$ cat config.mk
export PLATFORM = sky130hd
export DESIGN_NAME = div_share_unit
export DESIGN_NICKNAME = d
export VERILOG_FILES = /design/src/rtl/div_share_unit.sv
export SDC_FILE = /design/constraint.sdc
export NUM_CORES = 1
export LEC_CHECK = 0
export CORE_AREA = 2 2 176 178
export CTS_CLUSTER_DIAMETER = 40
export DETAILED_ROUTE_END_ITERATION = 8
export DIE_AREA = 0 0 178 180
export PLACE_DENSITY = 0.78
export SLEW_MARGIN = 25
export SYNTH_ARGS = -nofsm -noshare
export SYNTH_HDL_FRONTEND = slang
export SYNTH_SLANG_ARGS = --single-unit
$ cat constraint.sdc
create_clock -name clk -period 7.4 [get_ports clk]
set_input_delay 1.48 -clock clk [delete_from_list [all_inputs] [get_ports clk]]
set_output_delay 1.48 -clock clk [all_outputs]
set_load 0.03 [all_outputs]
$ cat src/rtl/div_share_unit.sv
// Shared radix-2 restoring divide/remainder engine for two execute lanes.
// Lane 1 is older and is always served first; lane 2 follows when both request.
module div_share_unit #(
    parameter int XLEN = 32
) (
    input  logic            clk,
    input  logic            rst_n,
    input  logic            ReqE1,
    input  logic            ReqE2,
    input  logic [1:0]      DivOpE1,
    input  logic [1:0]      DivOpE2,
    input  logic [XLEN-1:0] SrcAE1,
    input  logic [XLEN-1:0] SrcBE1,
    input  logic [XLEN-1:0] SrcAE2,
    input  logic [XLEN-1:0] SrcBE2,
    input  logic            FlushE,
    output logic            StallDiv,
    output logic            Busy,
    output logic            DoneE1,
    output logic            DoneE2,
    output logic [XLEN-1:0] DivResultE1,
    output logic [XLEN-1:0] DivResultE2
);
    localparam int CW = $clog2(XLEN);
    localparam logic [CW-1:0]   LAST_CNT = CW'(XLEN - 1);
    localparam logic [XLEN-1:0] MIN_NEG  = {1'b1, {(XLEN-1){1'b0}}};

    typedef enum logic [2:0] {IDLE, RUN1, LOAD2, RUN2, DONE} state_t;

    state_t          state_q, state_d;
    logic [CW-1:0]   cnt_q, cnt_d;
    logic [XLEN:0]   rem_q, rem_d;
    logic [XLEN-1:0] quot_q, quot_d;
    logic [XLEN-1:0] divisor_q, divisor_d;
    logic [XLEN-1:0] a_orig_q, a_orig_d;
    logic            is_rem_q, is_rem_d;
    logic            q_neg_q, q_neg_d;
    logic            r_neg_q, r_neg_d;
    logic            div_zero_q, div_zero_d;
    logic            ovf_q, ovf_d;
    logic            pend2_q, pend2_d;
    logic            served1_q, served1_d;
    logic            busy_q, busy_d;
    logic            done1_q, done1_d;
    logic            done2_q, done2_d;
    logic [XLEN-1:0] res1_q, res1_d;
    logic [XLEN-1:0] res2_q, res2_d;

    logic            ld_lane2, ld_signed, ld_ovf, do_load;
    logic [1:0]      ld_op;
    logic [XLEN-1:0] ld_a, ld_b, ld_abs_a, ld_abs_b;

    logic [2*XLEN:0] pair_shift;
    logic [XLEN:0]   shifted, step_rem;
    logic [XLEN-1:0] step_quot, fin_quot, fin_rem, fin_result;
    logic            no_borrow;

    // Lane 2 operands are loaded in LOAD2, or straight from IDLE when lane 1 is silent.
    always_comb begin
        ld_lane2  = (state_q == LOAD2) || !ReqE1;
        ld_op     = ld_lane2 ? DivOpE2 : DivOpE1;
        ld_a      = ld_lane2 ? SrcAE2  : SrcAE1;
        ld_b      = ld_lane2 ? SrcBE2  : SrcBE1;
        ld_signed = !ld_op[0];
        ld_abs_a  = (ld_signed && ld_a[XLEN-1]) ? -ld_a : ld_a;
        ld_abs_b  = (ld_signed && ld_b[XLEN-1]) ? -ld_b : ld_b;
        ld_ovf    = ld_signed && (ld_a == MIN_NEG) && (ld_b == '1);
    end

    always_comb begin
        pair_shift = {rem_q, quot_q} << 1;
        shifted    = pair_shift[2*XLEN:XLEN];
        no_borrow  = shifted >= {1'b0, divisor_q};
        step_rem   = no_borrow ? (shifted - {1'b0, divisor_q}) : shifted;
        step_quot  = pair_shift[XLEN-1:0] | XLEN'(no_borrow);
        fin_quot   = q_neg_q ? -step_quot : step_quot;
        fin_rem    = r_neg_q ? -step_rem[XLEN-1:0] : step_rem[XLEN-1:0];
        if (div_zero_q) begin
            fin_quot = '1;
            fin_rem  = a_orig_q;
        end else if (ovf_q) begin
            fin_quot = MIN_NEG;
            fin_rem  = '0;
        end
        fin_result = is_rem_q ? fin_rem : fin_quot;
    end

    always_comb begin
        state_d    = state_q;
        cnt_d      = cnt_q;
        rem_d      = rem_q;
        quot_d     = quot_q;
        divisor_d  = divisor_q;
        a_orig_d   = a_orig_q;
        is_rem_d   = is_rem_q;
        q_neg_d    = q_neg_q;
        r_neg_d    = r_neg_q;
        div_zero_d = div_zero_q;
        ovf_d      = ovf_q;
        pend2_d    = pend2_q;
        served1_d  = served1_q;
        res1_d     = res1_q;
        res2_d     = res2_q;
        done1_d    = 1'b0;
        done2_d    = 1'b0;
        do_load    = 1'b0;

        if (FlushE) begin
            state_d = IDLE;
        end else begin
            case (state_q)
                IDLE: begin
                    if (ReqE1 || ReqE2) begin
                        do_load   = 1'b1;
                        pend2_d   = ReqE1 && ReqE2;
                        served1_d = ReqE1;
                        state_d   = ReqE1 ? RUN1 : RUN2;
                    end
                end
                RUN1, RUN2: begin
                    rem_d  = step_rem;
                    quot_d = step_quot;
                    cnt_d  = cnt_q + 1'b1;
                    if (cnt_q == LAST_CNT) begin
                        if (state_q == RUN1) res1_d = fin_result;
                        else                 res2_d = fin_result;
                        if (state_q == RUN1 && pend2_q) begin
                            state_d = LOAD2;
                        end else begin
                            state_d = DONE;
                            done1_d = served1_q;
                            done2_d = (state_q == RUN2);
                        end
                    end
                end
                LOAD2: begin
                    do_load = 1'b1;
                    state_d = RUN2;
                end
                DONE:    state_d = IDLE;
                default: state_d = IDLE;
            endcase
        end

        // Signed operations run on magnitudes; signs are reapplied on the last step.
        if (do_load) begin
            cnt_d      = '0;
            rem_d      = '0;
            quot_d     = ld_abs_a;
            divisor_d  = ld_abs_b;
            a_orig_d   = ld_a;
            is_rem_d   = ld_op[1];
            q_neg_d    = ld_signed && (ld_a[XLEN-1] ^ ld_b[XLEN-1]);
            r_neg_d    = ld_signed && ld_a[XLEN-1];
            div_zero_d = (ld_b == '0);
            ovf_d      = ld_ovf;
        end

        busy_d = (state_d != IDLE);
    end

    always_ff @(posedge clk) begin
        if (!rst_n) begin
            state_q    <= IDLE;
            cnt_q      <= '0;
            rem_q      <= '0;
            quot_q     <= '0;
            divisor_q  <= '0;
            a_orig_q   <= '0;
            is_rem_q   <= 1'b0;
            q_neg_q    <= 1'b0;
            r_neg_q    <= 1'b0;
            div_zero_q <= 1'b0;
            ovf_q      <= 1'b0;
            pend2_q    <= 1'b0;
            served1_q  <= 1'b0;
            busy_q     <= 1'b0;
            done1_q    <= 1'b0;
            done2_q    <= 1'b0;
            res1_q     <= '0;
            res2_q     <= '0;
        end else begin
            state_q    <= state_d;
            cnt_q      <= cnt_d;
            rem_q      <= rem_d;
            quot_q     <= quot_d;
            divisor_q  <= divisor_d;
            a_orig_q   <= a_orig_d;
            is_rem_q   <= is_rem_d;
            q_neg_q    <= q_neg_d;
            r_neg_q    <= r_neg_d;
            div_zero_q <= div_zero_d;
            ovf_q      <= ovf_d;
            pend2_q    <= pend2_d;
            served1_q  <= served1_d;
            busy_q     <= busy_d;
            done1_q    <= done1_d;
            done2_q    <= done2_d;
            res1_q     <= res1_d;
            res2_q     <= res2_d;
        end
    end

    assign StallDiv    = rst_n && !FlushE &&
                         (((state_q == IDLE) && (ReqE1 || ReqE2)) ||
                          (state_q == RUN1) || (state_q == LOAD2) || (state_q == RUN2));
    assign Busy        = busy_q;
    assign DoneE1      = done1_q;
    assign DoneE2      = done2_q;
    assign DivResultE1 = res1_q;
    assign DivResultE2 = res2_q;

endmodule

=== Yosys cells after proc, flatten, opt, wreduce, memory -nomap -nowiden ===
Index checks and enable logic that the tools add are counted.

* Add/subtract/negate cells: 6
* Magnitude comparators: 1
* Eq/ne operators: 7
* Muxes and demuxes: 25
* Bitwise operators: 7
* Reduce and logical (&&, ||, !) cells: 30

{| class="wikitable"
|+ Operators by type and width
! kind !! number
|-
| two-way mux 32 bit || 15
|-
| negator 32 bit || 4
|-
| equality test 32 bit (second input constant) || 2
|-
| greater-or-equal comparator 33 x 32 -> 1 bit || 1
|-
| logical NOT 32 bit || 1
|-
| OR 32 x 1 -> 32 bit || 1
|-
| subtractor 32 bit || 1
|-
| two-way mux 3 bit || 4
|-
| logical AND 1 bit || 10
|-
| one-hot mux 3 bit (3 select lines) || 1
|-
| AND reduction 4 bit || 2
|-
| equality test 3 x 2 -> 1 bit (second input constant) || 2
|-
| adder 5 x 1 -> 5 bit (second input constant) || 1
|-
| equality test 5 bit (second input constant) || 1
|-
| logical OR 1 bit || 5
|-
| inverter 1 bit || 5
|-
| OR reduction 5 bit || 1
|-
| two-way mux 2 bit || 2
|-
| AND reduction 2 bit || 2
|-
| OR reduction 2 bit || 2
|-
| equality test 3 x 1 -> 1 bit (second input constant) || 1
|-
| logical NOT 1 bit || 3
|-
| logical NOT 3 bit || 1
|-
| AND reduction 3 bit || 1
|-
| other kinds (6) || 7
|}

* Register bits after elaboration: 210
* Bits of input ports: 137

=== Logic depth before layout (Yosys ltp) ===
* Word-level depth: 7
* Gate-level depth with buffers: 24
* Mapped depth without buffers: 19

=== Least setup slack after synthesis ===
Ideal clock, no wire load.

* Kind: input port to flip-flop
* From: input port ReqE1
* To: register divisor_q[30]
* Library setup time: 70 ps
* Data arrival time: 5548 ps
* Required time: 7330 ps
* Setup slack: 1781 ps
* Cell stages on the path: 19
* Path buffers: 7
* Cell sequence: buf_2 -> inv_1 -> nor2_1 -> buf_4 -> buf_2 -> buf_2 -> buf_2 -> buf_2 -> buf_2 -> mux2i_1 -> ha_1 -> nand2_1 -> nor4_2 -> nand2_1 -> nor3_1 -> a31oi_1 -> xnor2_1 -> nand2_1 -> a21oi_1

* Cells in the longest elaborated chain, start to end: 6
* Elaborated cells on any way between the ends: 12

{| class="wikitable"
|+ RTL lines
! element !! line !! source
|-
| start: declaration || 8 || <nowiki>input logic ReqE1,</nowiki>
|-
| branches (longest 6 deep; another with negator 32 bit) || n/a ||
|-
| end signal: assignment || 187 || <nowiki>divisor_q <= divisor_d;</nowiki>
|-
| end: declaration || 34 || <nowiki>logic [XLEN-1:0] divisor_q, divisor_d;</nowiki>
|}

Parallel ways; which one is timed is not known.
A chain may end at the register's enable or synchronous reset.

=== Worst setup path in the final report ===
* From: input port ReqE1
* To: register quot_q[27]

* Cells in the longest elaborated chain, start to end: 7
* Elaborated cells on any way between the ends: 16

{| class="wikitable"
|+ RTL lines
! element !! line !! source
|-
| branches (longest 7 deep; another with negator 32 bit) || n/a ||
|-
| end signal: assignment || 186 || <nowiki>quot_q <= quot_d;</nowiki>
|-
| end: declaration || 33 || <nowiki>logic [XLEN-1:0] quot_q, quot_d;</nowiki>
|}

Parallel ways; which one is timed is not known.

==> impl_metrics.xml <==
<?xml version="1.0" encoding="UTF-8"?>
<metrics>
  <group name="critical_path">
    <metric name="crit-reg2reg-launch" unit="">divisor_q[24]$_SDFFE_PN0P_</metric>
    <metric name="crit-reg2reg-capture" unit="">DivResultE2[28]$_SDFFE_PN0P_</metric>
    <metric name="cp_top_family" unit="">buffers and inverters</metric>
    <metric name="reg2reg_slack" unit="ns">1.86</metric>
    <metric name="crit_fanout" unit="">27</metric>
    <metric name="crit_slowest_cell" unit="">sky130_fd_sc_hd__nor2_4</metric>
    <metric name="timing.critical_path.depth" unit="">14</metric>
    <metric name="cp.required" unit="ns">7.86</metric>
    <metric name="timing.setup.critical_path_class" unit="">in2reg</metric>
    <metric name="timing.critical_path.to_type" unit="">flop</metric>
    <metric name="kind_of_launch_point_of_the_worst_setup_path" unit="">input port</metric>
    <metric name="arrival" unit="ns">6.18</metric>
    <metric name="critPathBufInv" unit="">4</metric>
    <metric name="timing.critical_path.slowest_cell_delay" unit="ns">0.76</metric>
    <metric name="timing.reg2reg.worst_path_depth" unit="">18</metric>
    <metric name="critical_path.cell_chain" unit="">clkdlybuf4s50_1 -&gt; inv_1 -&gt; nor2_4 -&gt; buf_4 -&gt; buf_4 -&gt; mux2i_1 -&gt; o2111a_1 -&gt; and2_1 -&gt; and3_1 -&gt; and2_1 -&gt; a31oi_1 -&gt; xnor2_1 -&gt; nor2_1 -&gt; a311oi_1</metric>
  </group>
  <group name="min_path">
    <metric name="launch_instance_of_the_worst_min_delay_path" unit="">divisor_q[2]$_SDFFE_PN0P_</metric>
    <metric name="hp-class" unit="">reg2reg</metric>
    <metric name="hold-path-cell-count" unit="">2</metric>
    <metric name="min_to" unit="">divisor_q[2]$_SDFFE_PN0P_</metric>
  </group>
  <group name="power_and_ir_drop">
    <metric name="peakVddDrop" unit="mV">0.181</metric>
    <metric name="cellLeakagePower" unit="uW">0.00668</metric>
    <metric name="power_density" unit="nW/um^2">236</metric>
  </group>
  <group name="clocking">
    <metric name="cts_post_setup_buffers_inserted" unit="">0</metric>
    <metric name="worst_skew_pair.late_latency" unit="ns">0.57</metric>
    <metric name="cts_resized" unit="">0</metric>
    <metric name="clock_path_buffers" unit="">3</metric>
    <metric name="sink_count_of_the_clock_tree" unit="">210</metric>
    <metric name="cts_tree" unit="">done</metric>
    <metric name="htree_levels" unit="">1</metric>
    <metric name="cts.reportedPaths.clkPinSlew" unit="ns">0.06</metric>
    <metric name="tritoncts.num_buffers" unit="">31</metric>
    <metric name="clockRootBuffer" unit="">sky130_fd_sc_hd__clkbuf_16</metric>
    <metric name="total_of_hold_buffers_inserted_after_clock_tree_synthesis" unit="">0</metric>
  </group>
  <group name="detailed_routing">
    <metric name="post-route-drc-count" unit="">0</metric>
    <metric name="drt-total-wl" unit="um">52300</metric>
    <metric name="wl_per_cell" unit="um">20.6</metric>
    <metric name="ant_nets" unit="">0</metric>
    <metric name="vias" unit="">16200</metric>
    <metric name="drt-pass1-iter-count" unit="">6</metric>
    <metric name="detailed_router_s_first_iteration_violation_count" unit="">2189</metric>
    <metric name="detail_route.vias_per_cell" unit="">6.41</metric>
  </group>
  <group name="yosys">
    <metric name="synth_area_in_compound_gates" unit="">0.291</metric>
    <metric name="synthFlopType" unit="">sky130_fd_sc_hd__dfxtp_1</metric>
    <metric name="synth-edff-count" unit="">0</metric>
    <metric name="synthCells" unit="">1997</metric>
    <metric name="synthDistinctLibCells" unit="">92</metric>
    <metric name="area_of_the_mapped_netlist" unit="sq um">14900</metric>
    <metric name="syn_area_per_cell" unit="sq um">7.46</metric>
    <metric name="synth_top_family_by_area" unit="">compound AO/OA/AOI/OAI gates</metric>
    <metric name="synth_fp_nets" unit="">2174</metric>
    <metric name="postSynthRegisterBits" unit="">210</metric>
    <metric name="ys_async_sr_fraction" unit="">0</metric>
    <metric name="synth_seq_area_share" unit="">0.282</metric>
    <metric name="yosys.area_share.xor_xnor" unit="">0.0617</metric>
    <metric name="yosys.area_share.adder" unit="">0.0341</metric>
    <metric name="simple_gate_share_of_the_synthesized_area" unit="">0.219</metric>
    <metric name="yosys-mux-area-fraction" unit="">0.0569</metric>
    <metric name="ys.warnings.count" unit="">0</metric>
  </group>
  <group name="sta">
    <metric name="finalCriticalPeriod" unit="ns">5.72</metric>
    <metric name="slew_headroom" unit="">0.338</metric>
    <metric name="hold_viol" unit="">0</metric>
    <metric name="fin_crit_sh" unit="">0.773</metric>
    <metric name="drv_slew" unit="">0</metric>
    <metric name="rsz0062_at_grt" unit="">false</metric>
    <metric name="fin_setup_tns" unit="ns">0</metric>
    <metric name="worst_pin_slew" unit="ns">0.991</metric>
    <metric name="max_clock_freq" unit="MHz">175</metric>
    <metric name="timing.clock.skew" unit="ns">0.0200</metric>
    <metric name="report.final.setup_viol" unit="">0</metric>
  </group>
  <group name="final_layout">
    <metric name="drive_above_1_share" unit="">0.0557</metric>
    <metric name="syn2layout_area_growth" unit="%">21.4</metric>
    <metric name="final_nets" unit="">2290</metric>
    <metric name="postLayoutCellArea" unit="sq um">18100</metric>
    <metric name="diodes" unit="">0</metric>
    <metric name="fill_cells" unit="">2720</metric>
  </group>
  <group name="floorplanning">
    <metric name="number_of_rows_in_the_core_area" unit="">64</metric>
    <metric name="die_width" unit="um">178</metric>
    <metric name="core_area" unit="sq um">30200</metric>
    <metric name="area_of_the_die" unit="sq um">32000</metric>
    <metric name="start_util" unit="">0.494</metric>
    <metric name="die_y" unit="um">180</metric>
    <metric name="ios" unit="">205</metric>
  </group>
  <group name="placement">
    <metric name="place_hpwl" unit="um">39400</metric>
    <metric name="detailed_place.area" unit="sq um">17000</metric>
    <metric name="gp_congestion" unit="">1.00</metric>
    <metric name="place.port_buffers" unit="">204</metric>
  </group>
  <group name="grt">
    <metric name="grt_start_max_net_pins" unit="">105</metric>
    <metric name="global_route.usage.total" unit="">0.314</metric>
    <metric name="grt_first_pass_wirelength" unit="um">80700</metric>
    <metric name="grt_pass1_vias" unit="">14600</metric>
    <metric name="grt_ovf" unit="">0</metric>
    <metric name="antenna_violations_before_repair" unit="">1</metric>
  </group>
  <group name="run_status">
    <metric name="status" unit="">completed</metric>
  </group>
  <group name="job">
    <metric name="cap_violations" unit="">0</metric>
  </group>
</metrics>
## kinds of logic after synthesis
family                     after synthesis
and+or+nand+nor                        687
AOI/OAI and AO/OA                      660
buffers and inverters                  211
DFF                                    210
xor gates and xnor gates               105
muxes                                   84
adders and majority gates               40
## placed cells by master (no fill, tap or decap), types with 19 or more instances in the layout
cell type                         netlist  final
sky130_fd_sc_hd__or3_1                 22     22
sky130_fd_sc_hd__a21oi_1              171    171
sky130_fd_sc_hd__nand4_1               26     26
sky130_fd_sc_hd__o31ai_1               21     20
sky130_fd_sc_hd__a211oi_1              78     78
sky130_fd_sc_hd__o21ai_0              140    140
sky130_fd_sc_hd__a22oi_1               20     20
sky130_fd_sc_hd__nor3_1                60     60
sky130_fd_sc_hd__inv_1                 70     69
sky130_fd_sc_hd__clkbuf_16              0     31
sky130_fd_sc_hd__and3_1                23     23
sky130_fd_sc_hd__dfxtp_1              210    210
sky130_fd_sc_hd__a31oi_1               50     50
sky130_fd_sc_hd__xnor2_1               68     68
sky130_fd_sc_hd__ha_1                  39     39
sky130_fd_sc_hd__nand2_1              216    215
sky130_fd_sc_hd__nand3_1               58     58
sky130_fd_sc_hd__nor4_1                19     19
sky130_fd_sc_hd__nor2_1               185    182
sky130_fd_sc_hd__xor2_1                37     37
sky130_fd_sc_hd__mux2i_1               78     78
sky130_fd_sc_hd__clkdlybuf4s50_1        0    203
## per-stage QoR
step / cells / total power (uW) / hold slack [ns] / worst slack, ns / util
after floorplan: 1997 / 2330 / 0.431 / 1.78 / -
after global placement: 2476 / 2770 / 0.440 / 1.47 / 0.564
after detailed placement: 2476 / 2790 / 0.447 / 1.21 / 0.564
after CTS: 2533 / 4220 / 0.455 / 1.74 / 0.599
after global routing: 2533 / 4440 / 0.466 / 1.36 / 0.599
final: 2533 / 4260 / 0.452 / 1.68 / 0.599
## routing by layer
metal / vias to the layer above / routed length [um] / GRT usage
met5: - / 19 / 0
met4: 2 / 1370 / 0.0856
met3: 88 / 4890 / 0.0410
met2: 941 / 23100 / 0.486
met1: 7599 / 22900 / 0.455
li1: 7611 / - / -
## worst max path at each step
| stage | startpoint | endpoint | slack (ns) |
|---|---|---|---|
| 6_report | ReqE1 | quot_q[27]$_SDFFE_PN0P_ | 1.68 |
| 2_1_floorplan | ReqE1 | divisor_q[30]$_SDFFE_PN0P_ | 1.78 |
| 4_1_cts | ReqE1 | quot_q[28]$_SDFFE_PN0P_ | 1.74 |
| 5_1_grt | ReqE1 | quot_q[27]$_SDFFE_PN0P_ | 1.36 |
| 3_3_place_gp | ReqE1 | quot_q[27]$_SDFFE_PN0P_ | 1.47 |
| 3_5_place_dp | ReqE1 | quot_q[27]$_SDFFE_PN0P_ | 1.21 |
## report_power, final
| part | total, uW | internal, uW | switching (uW) |
|---|---|---|---|
| Clock | 1450 | 832 | 614 |
| Combinational | 1560 | 559 | 1000 |
| Sequential | 1250 | 1190 | 66.1 |
## cell type report
cell class,instances,area (sq um),share of cell area
clock buffers,37,828,0.0458
clock inverters,20,214,0.0118
inverters,71,268,0.0148
multi-input cells,1576,9890,0.547
flip-flops and latches,210,4200,0.232
well taps,396,495,0.0274
repair buffers,223,2180,0.121
## tightest hold or removal path, delay by kind of cell, from the launching register on
kind | cells | cell delay [ns]
AND/OR/NAND/NOR | 1 | 0.05
flip-flops | 1 | 0.31
AO/OA/AOI/OAI | 1 | 0.05
## synthesized netlist by cell type (all sizes together) (12+ instances only)
library cell | instances | share of area
nand2 | 217 | 0.055
dfxtp | 210 | 0.28
nor2 | 185 | 0.047
a21oi | 174 | 0.060
o21ai | 151 | 0.051
clkbuf | 108 | 0.027
a211oi | 79 | 0.040
mux2i | 78 | 0.052
inv | 71 | 0.018
xnor2 | 68 | 0.040
nor3 | 61 | 0.021
nand3 | 58 | 0.019
a31oi | 50 | 0.021
ha | 39 | 0.033
xor2 | 37 | 0.022
buf | 32 | 0.011
nand4 | 26 | 0.011
and3 | 23 | 0.0097
o31ai | 23 | 0.013
or3 | 23 | 0.010
nor4 | 22 | 0.010
a22oi | 20 | 0.010
and2 | 15 | 0.0063
o22ai | 15 | 0.0063
a311oi | 14 | 0.0082
o21a | 13 | 0.0065
o211ai | 12 | 0.0064
## sequential cells by signal, summed over array words and instances, names as in the netlist, 3 cells and up
signal	flops
rem_q	32
quot_q	32
a_orig_q	32
DivResultE2	32
state_q	3
DivResultE1	32
cnt_q	5
divisor_q	32
(Power assumes the default switching activity.)
